--- config.mk ---
export PLATFORM = sky130hd
export DESIGN_NAME = ram_burst_master_flat
export DESIGN_NICKNAME = d
export VERILOG_FILES = /design/src/rtl/ram_pkg.sv /design/src/rtl/ram_burst_master_if.sv /design/src/rtl/burst_addr_gen.sv /design/src/rtl/ram_burst_master.sv /design/src/flat_wrapper.sv
export SDC_FILE = /design/constraint.sdc
export NUM_CORES = 1
export LEC_CHECK = 0
export ABC_AREA = 1
export CORE_MARGIN = 3
export CORE_UTILIZATION = 35
export DETAILED_ROUTE_END_ITERATION = 16
export PLACE_DENSITY_LB_ADDON = 0.12
export SETUP_SLACK_MARGIN = 0.3
export SLEW_MARGIN = 25
export SYNTH_ARGS = -nofsm -noshare
export SYNTH_HDL_FRONTEND = slang
export SYNTH_SLANG_ARGS = --single-unit
--- constraint.sdc ---
create_clock -name clk -period 1.5 [get_ports clk]
set_input_delay 0.45 -clock clk [delete_from_list [all_inputs] [get_ports clk]]
set_output_delay 0.45 -clock clk [all_outputs]
set_load 0.01 [all_outputs]
--- src/rtl/ram_pkg.sv ---
// Shared types and default sizes for the RAM burst master.
package ram_pkg;

  localparam int AW_DEF    = 6;
  localparam int DW_DEF    = 8;
  localparam int LW_DEF    = 3;
  localparam int MAX_BURST = 1 << LW_DEF;

  typedef enum logic [1:0] {
    IDLE     = 2'd0,
    WR       = 2'd1,
    RD_ISSUE = 2'd2,
    RD_DATA  = 2'd3
  } state_t;

endpackage

--- src/rtl/ram_burst_master_if.sv ---
// Request, write-beat, read-beat and RAM-port signals of the burst master.
interface ram_burst_master_if
  import ram_pkg::*;
#(
  parameter int AW = AW_DEF,
  parameter int DW = DW_DEF,
  parameter int LW = LW_DEF
) ();

  logic          req_valid;
  logic          req_ready;
  logic          req_wnr;
  logic [AW-1:0] req_addr;
  logic [LW-1:0] req_len;
  logic [DW-1:0] wr_data;
  logic          wr_valid;
  logic          wr_ready;
  logic [DW-1:0] rd_data;
  logic          rd_valid;
  logic          rd_ready;
  logic          busy;
  logic [AW-1:0] ram_addr;
  logic [DW-1:0] ram_data;
  logic          ram_wnr;
  logic [DW-1:0] ram_q;

  // master: the burst engine itself; slave: requester plus RAM around it
  modport master (
    input  req_valid, req_wnr, req_addr, req_len, wr_data, wr_valid, rd_ready, ram_q,
    output req_ready, wr_ready, rd_data, rd_valid, busy, ram_addr, ram_data, ram_wnr
  );

  modport slave (
    output req_valid, req_wnr, req_addr, req_len, wr_data, wr_valid, rd_ready, ram_q,
    input  req_ready, wr_ready, rd_data, rd_valid, busy, ram_addr, ram_data, ram_wnr
  );

endinterface

--- src/rtl/burst_addr_gen.sv ---
// Burst address / beat counter: loaded at request accept, stepped once per beat.
module burst_addr_gen #(
  parameter int AW = 6,
  parameter int LW = 3
) (
  input  logic          clk,
  input  logic          rst_n,
  input  logic          load,
  input  logic [AW-1:0] load_addr,
  input  logic [LW-1:0] load_len,
  input  logic          advance,
  output logic [AW-1:0] cur_addr,
  output logic [AW-1:0] next_addr,
  output logic          last
);

  logic [LW-1:0] beats_left;

  // Natural AW-bit wrap gives the modulo-2^AW address walk
  assign next_addr = cur_addr + AW'(1);
  assign last      = (beats_left == '0);

  always_ff @(posedge clk or negedge rst_n) begin
    if (!rst_n) begin
      cur_addr   <= '0;
      beats_left <= '0;
    end else if (load) begin
      cur_addr   <= load_addr;
      beats_left <= load_len;
    end else if (advance) begin
      cur_addr   <= next_addr;
      beats_left <= beats_left - LW'(1);
    end
  end

endmodule

--- src/rtl/ram_burst_master.sv ---
// Burst master: turns single read/write burst requests into beats on a 1-cycle-latency RAM.
module ram_burst_master
  import ram_pkg::*;
#(
  parameter int AW = AW_DEF,
  parameter int DW = DW_DEF,
  parameter int LW = LW_DEF
) (
  input logic               clk,
  input logic               rst_n,
  ram_burst_master_if.master bus
);

  state_t        state;
  logic          load;
  logic          advance;
  logic          last;
  logic [AW-1:0] cur_addr;
  logic [AW-1:0] next_addr;
  logic          rd_step;

  assign load    = (state == IDLE) && bus.req_valid;
  assign rd_step = (state == RD_DATA) && bus.rd_ready && !last;
  assign advance = ((state == WR) && bus.wr_valid) || rd_step;

  burst_addr_gen #(.AW(AW), .LW(LW)) u_addr_gen (
    .clk       (clk),
    .rst_n     (rst_n),
    .load      (load),
    .load_addr (bus.req_addr),
    .load_len  (bus.req_len),
    .advance   (advance),
    .cur_addr  (cur_addr),
    .next_addr (next_addr),
    .last      (last)
  );

  always_ff @(posedge clk or negedge rst_n) begin
    if (!rst_n) begin
      state <= IDLE;
    end else begin
      case (state)
        IDLE:     if (bus.req_valid) state <= bus.req_wnr ? WR : RD_ISSUE;
        WR:       if (bus.wr_valid && last) state <= IDLE;
        RD_ISSUE: state <= RD_DATA;
        RD_DATA:  if (bus.rd_ready && last) state <= IDLE;
        default:  state <= IDLE;
      endcase
    end
  end

  assign bus.req_ready = (state == IDLE);
  assign bus.busy      = (state != IDLE);
  assign bus.wr_ready  = (state == WR);
  assign bus.rd_valid  = (state == RD_DATA);
  assign bus.rd_data   = bus.ram_q;
  assign bus.ram_data  = bus.wr_data;
  assign bus.ram_wnr   = (state == WR) && bus.wr_valid;
  // Presenting the next address while a read beat is consumed keeps 1 beat/cycle;
  // re-registering the same address on a stall keeps ram_q (and rd_data) stable.
  assign bus.ram_addr  = rd_step ? next_addr : cur_addr;

endmodule

--- src/flat_wrapper.sv ---
// flat-port wrapper written by rule: the top's interface ports become plain ports
module ram_burst_master_flat import ram_pkg::*;
#(
  parameter int AW = AW_DEF,
  parameter int DW = DW_DEF,
  parameter int LW = LW_DEF
)
  (clk, rst_n, bus_req_valid, bus_req_wnr, bus_req_addr, bus_req_len, bus_wr_data, bus_wr_valid, bus_rd_ready, bus_ram_q, bus_req_ready, bus_wr_ready, bus_rd_data, bus_rd_valid, bus_busy, bus_ram_addr, bus_ram_data, bus_ram_wnr);
  ram_burst_master_if #(.AW(AW), .DW(DW), .LW(LW)) bus_i ();
  input logic clk;
  input logic rst_n;
  input wire logic [$bits(bus_i.req_valid)-1:0] bus_req_valid;
  input wire logic [$bits(bus_i.req_wnr)-1:0] bus_req_wnr;
  input wire logic [$bits(bus_i.req_addr)-1:0] bus_req_addr;
  input wire logic [$bits(bus_i.req_len)-1:0] bus_req_len;
  input wire logic [$bits(bus_i.wr_data)-1:0] bus_wr_data;
  input wire logic [$bits(bus_i.wr_valid)-1:0] bus_wr_valid;
  input wire logic [$bits(bus_i.rd_ready)-1:0] bus_rd_ready;
  input wire logic [$bits(bus_i.ram_q)-1:0] bus_ram_q;
  output wire logic [$bits(bus_i.req_ready)-1:0] bus_req_ready;
  output wire logic [$bits(bus_i.wr_ready)-1:0] bus_wr_ready;
  output wire logic [$bits(bus_i.rd_data)-1:0] bus_rd_data;
  output wire logic [$bits(bus_i.rd_valid)-1:0] bus_rd_valid;
  output wire logic [$bits(bus_i.busy)-1:0] bus_busy;
  output wire logic [$bits(bus_i.ram_addr)-1:0] bus_ram_addr;
  output wire logic [$bits(bus_i.ram_data)-1:0] bus_ram_data;
  output wire logic [$bits(bus_i.ram_wnr)-1:0] bus_ram_wnr;
  assign bus_i.req_valid = bus_req_valid;
  assign bus_i.req_wnr = bus_req_wnr;
  assign bus_i.req_addr = bus_req_addr;
  assign bus_i.req_len = bus_req_len;
  assign bus_i.wr_data = bus_wr_data;
  assign bus_i.wr_valid = bus_wr_valid;
  assign bus_i.rd_ready = bus_rd_ready;
  assign bus_i.ram_q = bus_ram_q;
  assign bus_req_ready = bus_i.req_ready;
  assign bus_wr_ready = bus_i.wr_ready;
  assign bus_rd_data = bus_i.rd_data;
  assign bus_rd_valid = bus_i.rd_valid;
  assign bus_busy = bus_i.busy;
  assign bus_ram_addr = bus_i.ram_addr;
  assign bus_ram_data = bus_i.ram_data;
  assign bus_ram_wnr = bus_i.ram_wnr;
  ram_burst_master #(.AW(AW), .DW(DW), .LW(LW)) u_core (.clk(clk), .rst_n(rst_n), .bus(bus_i));
endmodule
==> impl_metrics.tcl <==
set metrics [dict create \
    outcome "complete, but fails checks" \
    violations "negative setup slack" \
    drt-pass1-iter-count 4 \
    syn_avg_cell_area_um2 6.78 \
    yosysWarnings 0 \
    startpoint_type "flop" \
    peakVddDrop_mv 1.07 \
    combPwrFrac_pct 80.4 \
    ys_ff_latch 11 \
    synthCells 154 \
    min_path_type "in -> async" \
    cts_tree "done" \
    slowest_stage "dfrtp_1" \
    clock-sinks 11 \
    grtUsageTotal_pct 17.4 \
    switching_share_pct 43.9 \
    mostFrequentLayoutCell "nand2_1" \
    first_global_vias 1084 \
    rsz0062_at_grt "yes" \
    hpwlAfterDp_um 2070 \
    synth_cell_types 23 \
    r2r_end "u_core.u_addr_gen.cur_addr[0]" \
    num_vias 1197 \
    yosysSeqAreaShare_pct 26.4 \
    wl_met2_um 1830 \
    cap_violations 0 \
    synth.cell_area_mm2 0.00104 \
    p_leak_nw 0.951 \
    vias_per_cell 4.87 \
    crit_type "reg -> out" \
    setup_slack_ns -0.535 \
    finalNetCount 250 \
    grt_max_degree 14 \
    die_w_um 60.6 \
    hold_violations 0 \
    timing.hold.ws_ns 0.460 \
    drtIter0Drc 36 \
    r2r_slack_ns -0.03 \
    final_max_slew_viol_count 0 \
    setup_viol 19 \
    n_antenna_cell 0 \
    dp_slack_ns -1.07 \
    wl_met1_um 1230 \
    clk_path_buf_depth 2 \
    max-slew-margin-rel_pct 71.4 \
    crit_path_end_kind "output pin" \
    worstPathArrival_ns 1.58 \
    critPathRequiredTime_ns 1.05 \
    globalplace.congestion 0.779 \
    io-pin-count 58 \
    row_count 19 \
    cp_cell_sequence "inv_2, ha_4, inv_2, nor2_4, nor2_4, buf_6, buf_6, xor2_2, buf_2" \
    h-tree-depth 1 \
    post_drt_wl_per_cell_um 13.3 \
    power_frac_seq_pct 14.0 \
    cts_buffers 3 \
    reg2regPathDepth 11 \
    fillers 249 \
    layout_common_cells "nand2_1 (42), buf_4 (34), buf_6 (21)" \
    intPower_w 0.00228 \
    min_period_ns 2.03 \
    max_stage_delay_ns 0.39 \
    worstReg2RegStart "u_core.state[0]" \
    path_clk_slew_ns 0.09 \
    power_density_mw_per_mm2 2160 \
    finalClockSkew_ns 0.00431 \
    clk_latency_ns 0.28 \
    synth_nets 188 \
    port-buffer-count 25 \
    dr.max_layer_used "met4" \
    p_sw_w 0.00178 \
    antenna_found_initial 0 \
    die_height_um 60.6 \
    core_area_mm2 0.00281 \
    worst-path-max-fanout 4 \
    syn_to_final_growth_pct 80.5 \
    antenna_left 0 \
    p_clk_share_pct 5.6 \
    design.die.area_mm2 0.00367 \
    max_freq_mhz 491 \
    cts_root_buf "clkbuf_4" \
    cts_hold_buffers 0 \
    globalRoute.totalOverflow 0 \
    start_util_pct 37.2 \
    drcViolationCount 0 \
    drt-total-wl_um 3260 \
    final_layout_size_suffix_gt1_share_pct 55.3 \
    multi_input_area_um2 741 \
    worst_pin_slew_ns 0.429 \
    grt_first_pass_wirelength_um 4800 \
    finalCritPeriodShare_pct 136 \
    wl_met3_um 174 \
    seq_area_um2 275 \
]
==> power groups by stage <==
stage	registers, W	clock network, W	logic (W)
floorplan	0.000596	0	0.00140
global placement	0.000560	0	0.00244
detailed placement	0.000568	0	0.00249
CTS	0.000565	0.000231	0.00270
global route	0.000583	0.000244	0.00357
finish	0.000570	0.000226	0.00327
==> area by class of cell <==
cell class	instances	area share, %
Timing Repair Buffer	76	38.6
Multi-Input combinational cell	105	39.3
Inverter	19	3.92
Tap cell	31	2.06
Clock inverter	1	0.266
Sequential cell	11	14.6
Clock buffer	3	1.20
==> layer usage <==
metal,track usage (%),up-vias
met5,0,-
met4,4.33,0
met3,4.04,10
met2,32.8,36
met1,19.6,561
li1,-,590
==> stage by stage <==
stage | TNS, ns | area (um^2) | utilization [%] | total power [W] | std cells
final | -4.12 | 1880 | 67.1 | 0.00407 | 246
after global placement | -8.96 | 1550 | 55.4 | 0.00300 | 226
after CTS | -3.53 | 1680 | 59.9 | 0.00349 | 237
after global routing | -5.59 | 1880 | 67.1 | 0.00440 | 246
after detailed placement | -9.12 | 1550 | 55.4 | 0.00306 | 226
after floorplan | -0.163 | 1130 | - | 0.00199 | 154
==> cell families (layout without fill, tap and decap cells) <==
group	after synthesis	after routing	share of synthesized area, %
adder cells (fa/ha/maj)	3	3	3.60
XOR/XNOR	2	2	1.68
buffers and inverters	39	99	22.4
AO/OA/AOI/OAI	13	13	8.51
AND/OR/NAND/NOR	86	87	37.4
flip-flops	11	11	26.4
==> sequential cells by signal, indices dropped and copies added (netlist names) <==
signal                        count
u_core.u_addr_gen.cur_addr        6
u_core.state                      2
u_core.u_addr_gen.beats_left      3
==> synthesized netlist by cell type (all sizes together) <==
master,n,area [um^2]
nand2,55,214
buf,20,163
inv,19,71.3
nand3,16,100
dfrtp,11,275
nor2,10,45.1
o21ai,9,63.8
ha,3,37.5
or2,3,18.8
a31oi,2,12.5
nand4,2,12.5
xor2,2,17.5
a21oi,1,5.00
o21bai,1,7.51
==> how the worst max path moves through the flow <==
stage | cells past startpoint | start | slack [ns] | to
3_3_place_gp | 7 | bus_rd_ready | -1.05 | bus_ram_addr[3]
5_1_grt | 9 | u_core.u_addr_gen.beats_left[1] | -0.61 | bus_ram_addr[0]
3_5_place_dp | 7 | bus_rd_ready | -1.07 | bus_ram_addr[3]
2_1_floorplan | 8 | u_core.u_addr_gen.beats_left[0] | -0.05 | bus_ram_addr[3]
6_report | 9 | u_core.u_addr_gen.beats_left[1] | -0.53 | bus_ram_addr[0]
4_1_cts | 9 | u_core.u_addr_gen.beats_left[1] | -0.57 | bus_ram_addr[3]
==> what timing repair did <==
| action | 4_1_cts | 5_1_grt |
|---|---|---|
| gates cloned | 0 | 2 |
| pin swaps | 3 | 17 |
| buffers inserted | 7 | 7 |
| gates resized for setup | 74 | 30 |
| endpoints found under the setup margin | 22 | 22 |
==> worst max-delay path: cells and delay by family (launching register included) <==
family	cells	cell delay, ns
XOR/XNOR	1	0.13
buffers and inverters	5	0.48
adder cells (fa/ha/maj)	1	0.14
AND/OR/NAND/NOR	2	0.17
flip-flops	1	0.39
Power figures use the tool's default switching activity.
==> RTL change 1 (config.mk and constraints unchanged) <==
Change the package constant `AW_DEF` from 6 to 8.
--- a/src/rtl/ram_pkg.sv
+++ b/src/rtl/ram_pkg.sv
@@ -1,7 +1,7 @@
 // Shared types and default sizes for the RAM burst master.
 package ram_pkg;
 
-  localparam int AW_DEF    = 6;
+  localparam int AW_DEF    = 8;
   localparam int DW_DEF    = 8;
   localparam int LW_DEF    = 3;
   localparam int MAX_BURST = 1 << LW_DEF;
Ports: changed (resized bus_ram_addr and bus_req_addr); port bits go from 58 to 62. No check against the original RTL was run, so the function may have changed too.
==> RTL change 1 against the original RTL <==
  * The flow still finishes with violations (setup timing)
  * Sequential cell count up 2
  * Area after synthesis grew 16%
  * Worst setup slack got worse by 0.027 ns
  * Wire length rose by 11%
  * Cell area grew 12%
  * Total power up 7.0%
  * Die area grew 15%
  * Via count is 13% higher
  * Critical path type unchanged
==> RTL change 1: results (changes against the original RTL) <==
| Metric | Value |
|---|---|
| Worst Path Max Fanout | 7 (+3) |
| First-pass GRT wire length | 5.93 mm (+24%) |
| TritonCTS buffer count | 3 (unchanged) |
| Yosys warnings | 0 (unchanged) |
| Skew final | 0.0124 ns (+0.00808 ns) |
| Detailed Route Iter0 Violations | 94 (+160%) |
| Largest regs | u_core.u_addr_gen.cur_addr (8), u_core.u_addr_gen.beats_left (3), u_core.state (2) |
| Gr usage total | 0.177 (+0.00271) |
| Vias in the first global route | 1,356 (+25%) |
| Fin Setup TNS | -8.91 ns (-4.79 ns) |
| Commonest cells in the synthesized netlist | nand2_1, inv_1, buf_4 |
| Hold Violations, Final | 0 (unchanged) |
| Tightest Hold Check Type | in2async |
| Yosys top cell area share | 0.268 (+0.00398) |
| Clock Tree Buf Depth | 2 (unchanged) |
| Ranking of synthesized cells by area | dfrtp_1, nand2_1, buf_4, inv_1, nand3_1 |
| Insertion delay to the later sink of the worst-skew pair | between 0.2 and 0.3 ns |
| CP peak stage delay | ~0.38 ns |
| Via count | 1,356 (+13%) |
| Root Buffer | clkbuf_4 |
| H-Tree Depth | 1 (unchanged) |
| Final worst setup slack | -0.562 ns (-0.0274 ns) |
| DRT Wirelength | 3.61 mm (+11%) |
| Worst vdd ir | 1.01 mV (-5.7%) |
| Post-synthesis cell type count | 24 (+4.3%) |
| Pin count of the biggest net entering global routing | 14 (unchanged) |
| P_leak | 1.07 nW (+13%) |
| Dpl hpwl | 2.44 mm (+18%) |
| Final setup vio count | 24 (+5) |
| Layout cells sized above 1 | 0.500 (-0.0535) |
| Worst-path clk slew | 0.09 ns (about the same) |
| Drt drc | 0 (unchanged) |
| Antenna violations before repair | 0 (unchanged) |
| Critical Path Slowest Stage Cell | dfrtp_1 |
| Asr flop ratio synth | 1.00 (unchanged) |
| Status | complete, but fails checks |
| Syn nets | 219 (+16%) |
| Worst slew pin tran | 0.287 ns (-0.142 ns) |
| Sequential fraction of the synthesis area | 0.268 (+0.00398) |
| N_diodes | 0 (unchanged) |
| Detailed Routing Iterations Pass 1 | 4 (unchanged) |
| Final #Nets | 285 (+14%) |
| Port buffer count | 29 (+16%) |
| GPL Wtd Cong | 0.832 (+6.7%) |
| Placed cell area | 1790 sq um (+15%) |
| Violated checks | setup timing |
| CP arrival | 1.61 ns (+0.03 ns) |
| Synth Flop Type | dfrtp_1 |
| Critical path launch point | u_core.u_addr_gen.beats_left[1] |
| Dpl ws | -1.09 ns (-0.0219 ns) |
## RTL change 1: kinds of logic (layout without fill, tap and decap cells)
| family | Yosys count | in the layout | share of synthesized area |
|---|---|---|---|
| and+or+nand+nor | 106 | 106 | 0.404 |
| buffers and inverters | 43 | 108 | 0.198 |
| DFF | 13 | 13 | 0.268 |
| xor gates and xnor gates | 2 | 2 | 0.0144 |
| adders and majority gates | 3 | 3 | 0.0309 |
| AOI/OAI and AO/OA | 16 | 16 | 0.0855 |
## RTL change 1: final timing paths
kind	endpoint	slack, ns	cells after the start
max in group asynchronous	u_core.u_addr_gen.cur_addr[2]	0.85	2
setup reg to reg	u_core.u_addr_gen.beats_left[2]	-0.30	14
setup / recovery	bus_ram_addr[0]	-0.56	9
hold / removal	u_core.u_addr_gen.cur_addr[6]	0.45	2
hold reg to reg	u_core.u_addr_gen.cur_addr[7]	0.50	2
min in group clk	u_core.u_addr_gen.cur_addr[7]	0.50	2
## RTL change 1: area by class of cell
| cell class | count | area (sq um) |
|---|---|---|
| flip-flops and latches | 13 | 327 |
| repair buffers | 80 | 762 |
| fillers | 289 | 1060 |
| clock buffers | 4 | 26.3 |
| repair inverters | 1 | 11.3 |
| multi-input cells | 127 | 837 |
| well taps | 44 | 55.1 |
| inverters | 23 | 96.3 |
## RTL change 1: repair_timing
item / in CTS / in global routing
gates cloned: 2 / 0
endpoints found under the setup margin: 26 / 26
gates resized for setup: 84 / 24
pin swaps: 7 / 8
setup buffers: 10 / 3
hold buffers: 0 / 0
endpoints found under the hold margin: 0 / 0
## RTL change 1: through the flow
stage,power [mW],cells
final,4.35,292
after global routing,4.71,292
after CTS,4.07,289
after detailed placement,3.44,273
after global placement,3.37,273
after floorplan,2.30,183
## RTL change 1: layer usage
metal  wire (um)  track usage
met1        1520        0.217
met2        1840        0.300
met3         215       0.0485
met4          38       0.0528
met5           0            0
## RTL change 1: power by group
group | internal (mW) | switching [mW] | total [mW]
Combinational | 1.77 | 1.67 | 3.44
Sequential | 0.527 | 0.151 | 0.678
Clock | 0.103 | 0.131 | 0.234
## RTL change 1: critical path: cells and delay by family, from the launching register on
family	cells	cell delay, ns
AND/OR/NAND/NOR	2	0.17
adder cells (fa/ha/maj)	1	0.14
flip-flops	1	0.38
buffers and inverters	5	0.52
XOR/XNOR	1	0.13
==> RTL change 2 (config.mk and constraints unchanged) <==
Made on the original files. Re-encode `state_t` (4 states) as Gray code, 2 bits wide.
--- a/src/rtl/ram_pkg.sv
+++ b/src/rtl/ram_pkg.sv
@@ -7,10 +7,10 @@
   localparam int MAX_BURST = 1 << LW_DEF;
 
   typedef enum logic [1:0] {
-    IDLE     = 2'd0,
-    WR       = 2'd1,
-    RD_ISSUE = 2'd2,
-    RD_DATA  = 2'd3
+    IDLE     = 2'b00,
+    WR       = 2'b01,
+    RD_ISSUE = 2'b11,
+    RD_DATA  = 2'b10
   } state_t;
 
 endpackage
Formal check against the unedited RTL: same outputs for any inputs over 10 cycles, from zero or initial values and one cycle with rst_n low; not proved beyond that.
==> RTL change 2 against the original RTL <==
  * The flow still finishes with violations (setup timing)
  * Critical path depth stayed put
  * Cell area is 4.5% lower
  * Area after synthesis shrank 8.0%
  * Total power down 2.0%
  * Wire length is 6.2% lower
  * Via count is 7.1% lower
  * Clock skew grew 0.0098 ns
  * Worst setup slack got worse by 0.030 ns
  * Sequential cell count unchanged
  * Synthesized cell count shrank 7.1%
  * Cell count is 2.0% lower
  * Clock power is 4% lower
  * Die area is 7.2% lower
  * Register-to-register slack got worse by 0.29 ns
==> RTL change 2: results (changes against the original RTL) <==
| Metric | Value |
|---|---|
| Detailed Route Iter0 Violations | 17 (-53%) |
| Adder-Cell Fraction of Synth Area | 0.0391 (+0.00314) |
| Dpl ws | -0.997 ns (+0.0705 ns) |
| Xor and xnor area share after synthesis | 0.0183 (+0.00147) |
| Commonest cells in the synthesized netlist | nand2_1, buf_4, inv_1 |
| Reg2Reg Setup Slack | -0.32 ns (-0.29 ns) |
| Post-synthesis cell type count | 21 (-8.7%) |
| Met1 Track Usage GR | 0.206 (+0.00991) |
| M1 wire length | 1.27 mm (+2.9%) |
| Via count | 1,112 (-7.1%) |
| Fill cells | 191 (-23%) |
| Final worst setup slack | -0.565 ns (-0.0304 ns) |
| Worst-path clk slew | 0.09 ns (about the same) |
| Reg2reg end | u_core.u_addr_gen.cur_addr[4] |
| Fin Setup TNS | -7.15 ns (-3.04 ns) |
| CP arrival | 1.62 ns (+0.04 ns) |
| Pin count of the biggest net entering global routing | 14 (unchanged) |
| Skew final | 0.0141 ns (+0.00978 ns) |
| P_leak | 0.923 nW (-3.0%) |
| GPL Wtd Cong | 0.858 (+10%) |
| R2R Path Start | u_core.state[1] |
| Final setup vio count | 22 (+3) |
| Root Buffer | clkbuf_4 |
| Violated checks | setup timing |
| Compound-cell area share of the yosys netlist | 0.0600 (-0.0252) |
| Synth Flop Type | dfrtp_1 |
| Met2 Use GR | 0.341 (+0.0131) |
| Insertion delay to the later sink of the worst-skew pair | 0.28 ns (about the same) |
| Dpl hpwl | 2.03 mm (-1.9%) |
| Critical Path Slowest Stage Cell | dfrtp_1 |
| Gr usage total | 0.189 (+0.0149) |
| Mux cell area share after synthesis | 0 (unchanged) |
| N_diodes | 0 (unchanged) |
| Max Used Layer | met4 |
| Ranking of synthesized cells by area | dfrtp_1, nand2_1, buf_4, nand3_1, inv_1 |
| Status | complete, but fails checks |
| H-Tree Depth | 1 (unchanged) |
| CP peak stage delay | around 0.38 ns |
| First-pass GRT wire length | 4.91 mm (+2.4%) |
| DRT Wirelength | 3.06 mm (-6.2%) |
| Sequential fraction of the synthesis area | 0.287 (+0.0230) |
| Reg2Reg Depth | 12 (+1) |
| Critical path launch point | u_core.u_addr_gen.beats_left[0] |
| Final #Nets | 246 (-1.6%) |
| Layout cells sized above 1 | 0.545 (-0.00846) |
| Detailed Routing Iterations Pass 1 | 4 (unchanged) |
| Syn nets | 177 (-5.9%) |
| Gr busiest metal | met2 |
| Vias in the first global route | 1,191 (+9.9%) |
| Largest regs | u_core.u_addr_gen.cur_addr (6), u_core.u_addr_gen.beats_left (3), u_core.state (2) |
| Routed wl met2 | 1.54 mm (-16%) |
| Slew Limit Headroom | 0.803 (+0.0888) |
| Yosys warnings | 0 (unchanged) |
| CP endpoint | bus_ram_addr[3] |
| DR WL met3 | 140 um (-20%) |
| Worst vdd ir | 1.57 mV (+47%) |
| GRT met3 Usage | 0.0307 (-0.00972) |
==> RTL change 2: stage by stage <==
step | cell area (sq um) | std cells | utilization
after floorplan | 1010 | 143 | -
after global placement | 1430 | 215 | 0.561
after detailed placement | 1430 | 215 | 0.561
after CTS | 1670 | 235 | 0.655
after global routing | 1800 | 241 | 0.707
final | 1800 | 241 | 0.707
==> RTL change 2: worst min path at each step <==
| stage | cells past startpoint | end | from | slack (ns) |
|---|---|---|---|---|
| 6_report | 2 | u_core.u_addr_gen.cur_addr[2] | rst_n | 0.46 |
| 5_1_grt | 2 | u_core.u_addr_gen.cur_addr[5] | rst_n | 0.47 |
| 4_1_cts | 2 | u_core.u_addr_gen.cur_addr[2] | rst_n | 0.46 |
| 3_5_place_dp | 3 | u_core.u_addr_gen.cur_addr[5] | u_core.u_addr_gen.cur_addr[5] | 0.58 |
| 3_3_place_gp | 3 | u_core.u_addr_gen.cur_addr[5] | u_core.u_addr_gen.cur_addr[5] | 0.56 |
| 2_1_floorplan | 0 | u_core.state[0] | rst_n | 0.15 |
==> RTL change 2: area by class of cell <==
class / count / area share
multi-input cells: 97 / 0.350
well taps: 30 / 0.0209
clock buffers: 3 / 0.0125
flip-flops and latches: 11 / 0.154
inverters: 16 / 0.0382
clock inverters: 1 / 0.00278
repair buffers: 83 / 0.421
==> RTL change 2: where the power goes <==
part / internal (mW) / total (mW) / switching, mW
Combinational: 1.75 / 3.22 / 1.47
Clock: 0.0990 / 0.217 / 0.118
Sequential: 0.447 / 0.545 / 0.0988
Total: 2.30 / 3.99 / 1.69
==> RTL change 2: timing repair <==
action / 4_1_cts / 5_1_grt
buffers inserted: 16 / 6
endpoints found under the setup margin: 22 / 22
pin swaps: 12 / 16
resized for setup: 89 / 24
